--- config.mk ---
export PLATFORM = sky130hd
export DESIGN_NAME = lamp_ramp_ctrl
export DESIGN_NICKNAME = d
export VERILOG_FILES = /design/src/rtl/lamp_ramp_ctrl.sv
export SDC_FILE = /design/constraint.sdc
export NUM_CORES = 1
export LEC_CHECK = 0
export ABC_AREA = 1
export CORE_MARGIN = 4
export CORE_UTILIZATION = 35
export CTS_BUF_LIST = sky130_fd_sc_hd__clkbuf_2 sky130_fd_sc_hd__clkbuf_4 sky130_fd_sc_hd__clkbuf_8
export CTS_CLUSTER_SIZE = 30
export DETAILED_ROUTE_END_ITERATION = 7
export GPL_ROUTABILITY_DRIVEN = 1
export REMOVE_ABC_BUFFERS = 1
export SETUP_SLACK_MARGIN = 0.2
export SYNTH_ARGS = -nofsm -noshare
export SYNTH_HDL_FRONTEND = slang
export SYNTH_SLANG_ARGS = --single-unit
export TNS_END_PERCENT = 50
--- constraint.sdc ---
create_clock -name clk -period 2.6 [get_ports clk]
set_input_delay 0.26 -clock clk [delete_from_list [all_inputs] [get_ports clk]]
set_output_delay 0.26 -clock clk [all_outputs]
set_load 0.02 [all_outputs]
--- src/rtl/lamp_ramp_ctrl.sv ---
// Soft-start lamp controller: derives a target lamp count from time code, room size and user level,
// then ramps the driven count one lamp per RAMP_DIV clocks. Optional idle auto-off: LAMP_MOTION_TIMEOUT_EN.
module lamp_ramp_ctrl #(
  parameter int LEN_W     = 4,
  parameter int LAMP_W    = 4,
  parameter int MAX_LAMPS = 12,
  parameter int RAMP_DIV  = 8,
  parameter int TIMEOUT   = 1000
) (
  input  logic              clk,
  input  logic              rst,
  input  logic [3:0]        tcode,
  input  logic [LEN_W-1:0]  lenght,
  input  logic [LAMP_W-1:0] ulight,
  input  logic              ovr_valid,
  input  logic [LAMP_W-1:0] ovr_val,
  input  logic              motion,
  output logic [LAMP_W-1:0] active_lights,
  output logic [LAMP_W-1:0] target,
  output logic              ramping,
  output logic              settled,
  output logic              ovr_active
);

  localparam int DIV_W = (RAMP_DIV > 1) ? $clog2(RAMP_DIV) : 1;
  localparam logic [LAMP_W-1:0] MAX_L    = LAMP_W'(MAX_LAMPS);
  localparam logic [DIV_W-1:0]  DIV_LAST = DIV_W'(RAMP_DIV - 1);

  typedef enum logic [1:0] {IDLE = 2'd0, UP = 2'd1, DOWN = 2'd2} state_t;

  function automatic logic [LAMP_W-1:0] sat_lamps(input logic [LAMP_W-1:0] v);
    return (v > MAX_L) ? MAX_L : v;
  endfunction

  state_t            state_q, state_d;
  logic [DIV_W-1:0]  div_q, div_d;
  logic [LAMP_W-1:0] active_q, active_d;
  logic [LAMP_W-1:0] target_q, target_d;
  logic              settled_q, settled_d;
  logic              ramping_q, ramping_d;
  logic              ovr_active_q, ovr_active_d;
  logic [3:0]        tcode_st_q, tcode_st_d;
  logic [LEN_W-1:0]  len_quarter;
  logic [LAMP_W-1:0] base_raw, base_sat;
  logic [LAMP_W-1:0] step_up, step_dn;
  logic              timed_out;

  assign len_quarter = lenght >> 2;

  // Base target from the one-hot time code; anything not one-hot means lights off.
  always_comb begin
    base_raw = '0;
    case (tcode)
      4'b0001, 4'b0010: base_raw = '0;
      4'b0100:          base_raw = LAMP_W'(len_quarter);
      4'b1000:          base_raw = ulight;
      default:          base_raw = '0;
    endcase
    base_sat = sat_lamps(base_raw);
  end

`ifdef LAMP_MOTION_TIMEOUT_EN
  localparam int TO_W = $clog2(TIMEOUT + 1);
  localparam logic [TO_W-1:0] TO_LAST = TO_W'(TIMEOUT);

  logic [TO_W-1:0] to_cnt_q, to_cnt_d;

  // Idle counter saturates at TIMEOUT so the forced-off condition holds until motion returns.
  always_comb begin
    to_cnt_d = to_cnt_q;
    if (motion) begin
      to_cnt_d = '0;
    end else if ((active_q != '0) && (to_cnt_q != TO_LAST)) begin
      to_cnt_d = to_cnt_q + TO_W'(1);
    end else begin
      to_cnt_d = to_cnt_q;
    end
  end

  always_ff @(posedge clk or posedge rst) begin
    if (rst) to_cnt_q <= '0;
    else     to_cnt_q <= to_cnt_d;
  end

  assign timed_out = (to_cnt_q == TO_LAST);
`else
  logic unused_motion;
  assign unused_motion = motion;
  assign timed_out     = 1'b0;
`endif

  // Target register and sticky override; override clears when the time code moves on.
  always_comb begin
    target_d     = target_q;
    ovr_active_d = ovr_active_q;
    tcode_st_d   = tcode_st_q;
    if (timed_out) begin
      target_d     = '0;
      ovr_active_d = 1'b0;
    end else if (ovr_valid) begin
      ovr_active_d = 1'b1;
      tcode_st_d   = tcode;
      target_d     = sat_lamps(ovr_val);
    end else if (ovr_active_q) begin
      if (tcode != tcode_st_q) begin
        ovr_active_d = 1'b0;
        target_d     = base_sat;
      end else begin
        target_d     = target_q;
      end
    end else begin
      target_d = base_sat;
    end
  end

  assign step_up = active_q + LAMP_W'(1);
  assign step_dn = active_q - LAMP_W'(1);

  // Ramp FSM: one lamp per RAMP_DIV clocks; a direction change restarts the divider without stepping.
  always_comb begin
    state_d   = state_q;
    div_d     = div_q;
    active_d  = active_q;
    settled_d = 1'b0;
    case (state_q)
      IDLE: begin
        div_d = '0;
        if (target_q > active_q)      state_d = UP;
        else if (target_q < active_q) state_d = DOWN;
        else                          state_d = IDLE;
      end
      UP: begin
        if (target_q < active_q) begin
          state_d = DOWN;
          div_d   = '0;
        end else if (target_q == active_q) begin
          state_d   = IDLE;
          div_d     = '0;
          settled_d = 1'b1;
        end else if (div_q == DIV_LAST) begin
          active_d = step_up;
          div_d    = '0;
          if (step_up == target_q) begin
            state_d   = IDLE;
            settled_d = 1'b1;
          end else begin
            state_d = UP;
          end
        end else begin
          div_d = div_q + DIV_W'(1);
        end
      end
      DOWN: begin
        if (target_q > active_q) begin
          state_d = UP;
          div_d   = '0;
        end else if (target_q == active_q) begin
          state_d   = IDLE;
          div_d     = '0;
          settled_d = 1'b1;
        end else if (div_q == DIV_LAST) begin
          active_d = step_dn;
          div_d    = '0;
          if (step_dn == target_q) begin
            state_d   = IDLE;
            settled_d = 1'b1;
          end else begin
            state_d = DOWN;
          end
        end else begin
          div_d = div_q + DIV_W'(1);
        end
      end
      default: begin
        state_d = IDLE;
        div_d   = '0;
      end
    endcase
    ramping_d = (state_d != IDLE);
  end

  // State and output registers.
  always_ff @(posedge clk or posedge rst) begin
    if (rst) begin
      state_q      <= IDLE;
      div_q        <= '0;
      active_q     <= '0;
      target_q     <= '0;
      settled_q    <= 1'b0;
      ramping_q    <= 1'b0;
      ovr_active_q <= 1'b0;
      tcode_st_q   <= 4'b0000;
    end else begin
      state_q      <= state_d;
      div_q        <= div_d;
      active_q     <= active_d;
      target_q     <= target_d;
      settled_q    <= settled_d;
      ramping_q    <= ramping_d;
      ovr_active_q <= ovr_active_d;
      tcode_st_q   <= tcode_st_d;
    end
  end

  assign active_lights = active_q;
  assign target        = target_q;
  assign ramping       = ramping_q;
  assign settled       = settled_q;
  assign ovr_active    = ovr_active_q;

endmodule

==> results of run 1 <==
==> layer usage <==
| layer | GRT usage, % | part of all wire, % | vias up |
|---|---|---|---|
| met5 | 0 | 0 | - |
| li1 | - | - | 757 |
| met1 | 16.2 | 48 | 604 |
| met3 | 3.24 | 5.1 | 4 |
| met2 | 21.8 | 46 | 30 |
| met4 | 4.15 | 1.1 | 0 |
==> report_power, final <==
group          internal (mW)  switching (mW)
Clock                  0.135           0.109
Combinational          0.389           0.578
Sequential             0.389           0.104
Total                  0.913           0.791
==> path summary, 6_finish.rpt <==
check                      cells after the start  slack (ps)                      endpoint
min in group clk                               1         440            div_q[0]$_DFF_PP0_
max in group asynchronous                      2        1690            div_q[2]$_DFF_PP0_
setup / recovery                              10         690  active_lights[2]$_DFFE_PP0P_
hold / removal                                 2         430            div_q[0]$_DFF_PP0_
hold reg to reg                                1         440            div_q[0]$_DFF_PP0_
setup reg to reg                              10         690  active_lights[2]$_DFFE_PP0P_
==> critical path: cells and delay by family, from the launching register on <==
kind            cells  cell delay [ps]
compound gates      2              290
flops               1              550
fa+ha+maj           1              300
simple gates        5              500
buf+inv             2              150
==> final cells by class <==
type / count / area (µm²) / area share [%]
inverters: 42 / 160 / 8.46
clock buffers: 4 / 55.1 / 2.91
flip-flops and latches: 20 / 500 / 26.4
well taps: 50 / 62.6 / 3.30
multi-input cells: 159 / 845 / 44.6
repair buffers: 27 / 270 / 14.3
==> stage by stage <==
step,setup slack (ps),util (%)
floorplan,810,-
global placement,714,44.7
detailed placement,698,44.7
CTS,684,46.0
global route,491,46.0
finish,694,46.0
==> logic make-up (layout without fill, tap and decap cells) <==
| logic type | Yosys count | count (layout) | synth area share [%] |
|---|---|---|---|
| and+or+nand+nor | 125 | 125 | 36.1 |
| buffers and inverters | 46 | 73 | 12.6 |
| AOI/OAI and AO/OA | 20 | 20 | 7.89 |
| DFF | 20 | 20 | 32.5 |
| adders and majority gates | 12 | 12 | 9.76 |
| xor gates and xnor gates | 2 | 2 | 1.14 |
==> flip-flops by register name, indices dropped and copies added, names as in the netlist <==
signal,flops
tcode_st_q,4
state_q,2
div_q,3
target,4
active_lights,4
ramping,1
ovr_active,1
settled,1
==> placed cells by master, fill, tap and decap left out, drive strengths merged <==
cell type      instances
nor4                   1
nor3                   1
o211ai                 2
inv                   42
nor2                  21
nand4                  3
a21oi                  4
xor2                   1
and2                   1
clkbuf                 4
a31o                   1
o21ai                 13
xnor2                  1
ha                    12
nand2                 70
clkdlybuf4s50         27
dfrtp                 20
nand3                 28
==> reports/qor_table.md, run 1 <==
| Item | Reported | Unit |
|---|---|---|
| Outcome | finished, final reports clean | - |
| Number of levels in the clock H-tree | 1 | - |
| Worst skew pair latency | 260 | ps |
| Minimum clock period after layout | 1910 | ps |
| Average routed wire per standard cell | 10.4 | µm |
| Delay contributed by the slowest stage of the critical path | 550 | ps |
| Area of the core | 4120 | µm² |
| Number of buffers added by the clock tree synthesis step | 3 | - |
| Sum of negative setup slack | 0 | ps |
| Antenna violations before repair | 0 | - |
| All-Layer GR Usage | 12.9 | % |
| Worst slew pin tran | 767 | ps |
| Leakage power figure | 1.00 | nW |
| Clock root buffer | sky130_fd_sc_hd__clkbuf_8 | - |
| Hold Worst Slack | 430 | ps |
| Type of the worst setup path | flop to flop | - |
| Post-CTS repair timing setup buffer count | 0 | - |
| Layout Cell Area excl Fill | 1890 | µm² |
| Final WL | 3130 | µm |
| Fraction of registers with async set or reset after synthesis | 100 | % |
| Number of enable flip-flop cells after synthesis | 0 | - |
| Required time of the critical path | 2760 | ps |
| Cell with the most instances after synthesis | sky130_fd_sc_hd__nand2_1 | - |
| Cell count after synthesis | 225 | - |
| CTS clock-pin slew for the worst setup and hold paths | 80 | ps |
| DIE AREA | 5520 | µm² |
| Maximum vdd ir drop | 0.319 | mV |
| Top cell type's share of synthesized area | 32.5 | % |
| Critical path arrival | 2060 | ps |
| Critical path cell sequence | inv_4, ha_1, nand2_1, inv_1, nand3_4, nand4_1, a21oi_1, nand2_2, nand2_1, o21ai_1 | - |
| Nets@finish | 285 | - |
| Most instantiated cells after synthesis | 63 x sky130_fd_sc_hd__nand2_1, 41 x sky130_fd_sc_hd__inv_1, 27 x sky130_fd_sc_hd__nand3_1 | - |
| Top cells by area, synth | sky130_fd_sc_hd__dfrtp_1 33%, sky130_fd_sc_hd__nand2_1 15%, sky130_fd_sc_hd__inv_1 10%, sky130_fd_sc_hd__ha_1 9.8%, sky130_fd_sc_hd__nand3_1 8.8% | - |
| Via count of the first global-routing pass | 1287 | - |
| Startpoint of the most critical setup path | active_lights[2]$_DFFE_PP0P_ | - |
| Count of different cell masters after synthesis | 28 | - |
| Wire length of the first global-routing pass | 5530 | µm |
| Kind of capture point of the worst setup path | flop | - |
| Maximum count of clock buffers along a single path | 2 | - |
| Residual DRC | 0 | - |
| Total of cells resized after clock tree synthesis | 0 | - |
| Post-route clock skew | 5.69 | ps |
| Count of vias placed by the detailed router | 1395 | - |
| Inst Count DP | 298 | - |
| Fraction of final layout cells with drive strength greater than 1 | 7.14 | % |
| Max-cap check violation count | 0 | - |
| Number of nets with antenna violations after routing | 0 | - |
| Setup repair after global routing missed its margin | false | - |
| Number of max-slew violations in the final report | 0 | - |
| Total overflow reported by the global router | 0 | - |
| Maximum fanout encountered on the critical timing path | 9 | - |
| Initial Util | 37.4 | % |
| Final cell count without fillers | 302 | - |
| Number of register bits inferred by synthesis | 20 | - |
| Number of hold-slack violations in the final timing report | 0 | - |
| Worst R2R Start | active_lights[2]$_DFFE_PP0P_ | - |
| Count of routing violations after the opening detailed-route iteration | 69 | - |
| Number of filler cells placed in the layout | 440 | - |
| Cell accounting for the most synthesized area | sky130_fd_sc_hd__dfrtp_1 | - |
| Power per unit of standard cell area | 900 | nW/µm² |
| Top_reg_cell synth | sky130_fd_sc_hd__dfrtp_1 | - |
| Post-layout power | 1.70 | mW |
| Die outline height | 74.3 | µm |
| Average cell area after synthesis | 6.84 | µm² |
| Maximum number of pins on one net before global-route repair | 21 | - |
| CP startpoint kind | flop | - |
| Yosys synthesis warning count | 0 | - |
| Clock tree from TritonCTS | built | - |
| Antenna diodes | 0 | - |
| Final setup fails | 0 | - |
| Cell with the largest stage delay on the worst path | sky130_fd_sc_hd__dfrtp_1 | - |
| Post-Place Cell Area | 1840 | µm² |
| Chip width | 74.3 | µm |
| HPWL Detailed | 2490 | µm |
| Detailed-routing iteration count for the pre-antenna-repair pass | 4 | - |
| Placer congestion estimate | 0.821 | - |
| Post-route fraction of the period consumed by the critical path | 73.3 | % |
| Site Rows | 23 | - |
| Average via count per standard cell | 4.62 | - |
| Worst slew margin | 48.8 | % |
| I/O pin count | 31 | - |
| Clock sinks | 20 | - |
| Number of buffers inserted by port buffering | 27 | - |
| Seq/Total Area, Yosys | 32.5 | % |
| Mapped Area | 1540 | µm² |
| Area overhead of the layout relative to synthesis | 23.0 | % |
| Worst min-delay path category | primary input to asynchronous set/reset pin | - |
| Achievable Freq | 0.525 | GHz |
| Most common cell type on the critical path | sky130_fd_sc_hd__nand2_1 | - |
| Number of hold buffers added after CTS | 0 | - |
Power figures use the tool's default switching activity.
==> run 2: changes to the inputs <==
==> constraint.sdc (replaced) <==
create_clock -name clk -period 1.6 [get_ports clk]
set_input_delay 0.16 -clock clk [delete_from_list [all_inputs] [get_ports clk]]
set_output_delay 0.16 -clock clk [all_outputs]
set_load 0.02 [all_outputs]
==> run 2 against run 1 <==
  * Design area grew 18%
  * Clock skew grew 4.1 ps
  * Power up 110%
  * Count of clock-buffer cells in the layout decreased by 1
  * Wire length rose by 21%
  * Sequential cell count unchanged
  * Die area unchanged
  * Final cell count increased by 8.3%
  * Worst setup slack got worse by 690 ps
  * Sequential power rose by 48%
  * Hold slack got worse by 220 ps
==> reports/qor_table.md, run 2 (synthesis results as in run 1) <==
| Item | Reported | Unit | vs previous |
|---|---|---|---|
| Share of total power in combinational logic | 69.7 | % | was 56.8% |
| Antenna violations before repair | 0 | - | unchanged |
| Internal power summed over all cells | 1.91 | mW | was 913 µW |
| Detailed-routing iteration count for the pre-antenna-repair pass | 4 | - | unchanged |
| Leakage power figure | 1.15 | nW | was 1.00 nW |
| Most common cell type on the critical path | sky130_fd_sc_hd__nand2_4 | - | was sky130_fd_sc_hd__nand2_1 |
| Final WL | 3780 | µm | was 3130 µm |
| Average routed wire per standard cell | 11.5 | µm | was 10.4 µm |
| Chip width | 74.3 | µm | unchanged |
| Area of the core | 4120 | µm² | unchanged |
| Power per unit of standard cell area | 1580 | nW/µm² | was 900 nW/µm² |
| Share of power burned in the clock network | 9.7 | % | was 14.3% |
| CP startpoint kind | flop | - | unchanged |
| Setup repair after global routing missed its margin | true | - | was false |
| Count of routing violations after the opening detailed-route iteration | 66 | - | was 69 |
| Met3 layer usage reported by global route | 3.24 | % | unchanged |
| Placer congestion estimate | 0.851 | - | was 0.821 |
| Average via count per standard cell | 4.72 | - | was 4.62 |
| Number of nets with antenna violations after routing | 0 | - | unchanged |
| Commonest non-fill, non-tap cells in the layout | 55 x sky130_fd_sc_hd__nand2_1, 33 x sky130_fd_sc_hd__inv_1, 25 x sky130_fd_sc_hd__buf_4 | - | was 63 x sky130_fd_sc_hd__nand2_1, 41 x sky130_fd_sc_hd__inv_1, 27 x sky130_fd_sc_hd__nand3_1, 27 x sky130_fd_sc_hd__clkdlybuf4s50_1 |
| Layout Cell Area excl Fill | 2240 | µm² | was 1890 µm² |
| Clock tree from TritonCTS | built | - | unchanged |
| Post-route clock skew | 9.76 | ps | was 5.69 ps |
| Clock sinks | 20 | - | unchanged |
| Post-route fraction of the period consumed by the critical path | 99.7 | % | was 73.3% |
| Post-Place Cell Area | 2030 | µm² | was 1840 µm² |
| Type of the worst setup path | flop to flop | - | unchanged |
| Initial Util | 37.4 | % | unchanged |
| Switching share of power | 45.9 | % | was 46.4% |
| Met2 layer usage reported by global route | 25.8 | % | was 21.8% |
| Total overflow reported by the global router | 0 | - | unchanged |
| Maximum number of pins on one net before global-route repair | 21 | - | unchanged |
| Number of buffers added by the clock tree synthesis step | 3 | - | unchanged |
| Max-cap check violation count | 0 | - | unchanged |
| Clock root buffer | sky130_fd_sc_hd__clkbuf_8 | - | unchanged |
| All-Layer GR Usage | 14.2 | % | was 12.9% |
| Worst slew margin | 71.7 | % | was 48.8% |
| Die outline height | 74.3 | µm | unchanged |
| Worst slew pin tran | 425 | ps | was 767 ps |
| Routing usage on met1 | 16.8 | % | was 16.2% |
| Commonest non-fill, non-tap cell in the layout | sky130_fd_sc_hd__nand2_1 | - | unchanged |
| Number of levels in the clock H-tree | 1 | - | unchanged |
| Fraction of final layout cells with drive strength greater than 1 | 28.2 | % | was 7.14% |
| Achievable Freq | 0.627 | GHz | was 0.525 GHz |
| Maximum fanout encountered on the critical timing path | 7 | - | was 9 |
| DIE AREA | 5520 | µm² | unchanged |
| Worst min-delay path category | primary input to asynchronous set/reset pin | - | unchanged |
| Required time of the critical path | 1760 | ps | was 2760 ps |
| GR peak layer | met2 | - | unchanged |
| Net switching power | 1.62 | mW | was 791 µW |
| Worst skew pair latency | 260 | ps | about the same |
| I/O pin count | 31 | - | unchanged |
| Delay contributed by the slowest stage of the critical path | 410 | ps | was 550 ps |
| Minimum clock period after layout | 1600 | ps | was 1910 ps |
| Via count of the first global-routing pass | 1420 | - | was 1287 |
| Placement Setup Slack | -75.4 | ps | was 698 ps |
| Wire length of the first global-routing pass | 6050 | µm | was 5530 µm |
| Seq pwr share | 20.7 | % | was 28.9% |
| Kind of capture point of the worst setup path | flop | - | unchanged |
| Final worst-path setup slack | 4.01 | ps | was 694 ps |
| CTS clock-pin slew for the worst setup and hold paths | 80 | ps | about the same |
| Cell with the largest stage delay on the worst path | sky130_fd_sc_hd__dfrtp_1 | - | unchanged |
| CP Buf/Inv Count | 2 | - | unchanged |
| Antenna diodes | 0 | - | unchanged |
| Residual DRC | 0 | - | unchanged |
| Count of vias placed by the detailed router | 1542 | - | was 1395 |
| Number of hold-slack violations in the final timing report | 0 | - | unchanged |
| HPWL Detailed | 2820 | µm | was 2490 µm |
| Area overhead of the layout relative to synthesis | 45.3 | % | was 23.0% |
| Critical path arrival | 1760 | ps | was 2060 ps |
| Critical path cell sequence | inv_4, ha_4, nand2_2, inv_2, nand2_4, nand2_4, nand2_4, o21ai_2, nand2_2, nand2_1, nand2_1 | - | was inv_4, ha_1, nand2_1, inv_1, nand3_4, nand4_1, a21oi_1, nand2_2, nand2_1, o21ai_1 |
| Site Rows | 23 | - | unchanged |
| Final setup fails | 0 | - | unchanged |
| Number of max-slew violations in the final report | 0 | - | unchanged |
| Outcome | finished, final reports clean | - | unchanged |
| Number of buffers inserted by port buffering | 27 | - | unchanged |
| Maximum count of clock buffers along a single path | 2 | - | unchanged |
| Cell family contributing the most delay on the critical path | simple AND/OR/NAND/NOR gates | - | was flip-flops |
| Nets@finish | 311 | - | was 285 |
| Maximum vdd ir drop | 0.493 | mV | was 0.319 mV |
-- run 2: changes by cell type in the layout (fill, tap and decap cells not counted), sizes merged --
cell / change
buf: +27
clkdlybuf4s50: -9
dlygate4sd2: +7
clkbuf: -1
clkdlybuf4s15: +1
-- run 2: layout make-up --
class,count,area (µm²)
Multi-Input combinational cell,159,1010
Sequential cell,20,502
Tap cell,50,62.6
Timing Repair Buffer,53,455
Clock buffer,3,41.3
Fill cell,392,1880
Inverter,42,160
-- run 2: repair_timing --
| action | 4_1_cts | 5_1_grt |
|---|---|---|
| gates resized for setup | 34 | 23 |
| pin swaps | 25 | 20 |
| buffers inserted | 1 | 0 |
| endpoints found under the setup margin | 23 | 17 |
| hold buffers | 0 | 0 |
-- run 2: worst paths after layout --
| path | start | to | slack (ps) | cells past startpoint |
|---|---|---|---|---|
| hold / removal | rst | div_q[0]$_DFF_PP0_ | 210 | 3 |
| hold reg to reg | div_q[0]$_DFF_PP0_ | div_q[0]$_DFF_PP0_ | 430 | 1 |
| min in group clk | div_q[0]$_DFF_PP0_ | div_q[0]$_DFF_PP0_ | 430 | 1 |
| setup / recovery | active_lights[2]$_DFFE_PP0P_ | active_lights[0]$_DFFE_PP0P_ | 4 | 11 |
| max in group asynchronous | rst | active_lights[0]$_DFFE_PP0P_ | 1160 | 3 |
| setup reg to reg | active_lights[2]$_DFFE_PP0P_ | active_lights[0]$_DFFE_PP0P_ | 4 | 11 |
-- run 2: power by group through the flow --
stage | clock [mW] | combinational (mW) | sequential (mW)
after global routing | 0.376 | 2.73 | 0.744
final | 0.341 | 2.46 | 0.730
after global placement | 0 | 2.03 | 0.718
after floorplan | 0 | 1.11 | 0.858
after detailed placement | 0 | 2.06 | 0.718
after CTS | 0.352 | 2.25 | 0.730
-- run 2: through the flow --
stage          setup TNS [ps]  power [mW]  std cells  hold WS (ps)  util, %
5_1_grt                  -916        3.85        327           248     54.3
2_1_floorplan           -1490        1.96        221           124        -
3_3_place_gp             -423        2.75        323           429     49.2
4_1_cts                 -2.94        3.33        327           227     52.6
6_report                    0        3.53        327           214     54.3
3_5_place_dp             -713        2.78        323           425     49.2
-- run 2: per-layer routing --
layer  vias up  routed length, µm
met5         -                  0
met4         0                 46
met3         7                198
met2        42               1870
met1       686               1670
li1        807                  -
-- run 2: worst min-delay path, stage by stage --
cell	delay, ps
sky130_fd_sc_hd__clkdlybuf4s50_1	390
sky130_fd_sc_hd__inv_1	50
sky130_fd_sc_hd__buf_4	260
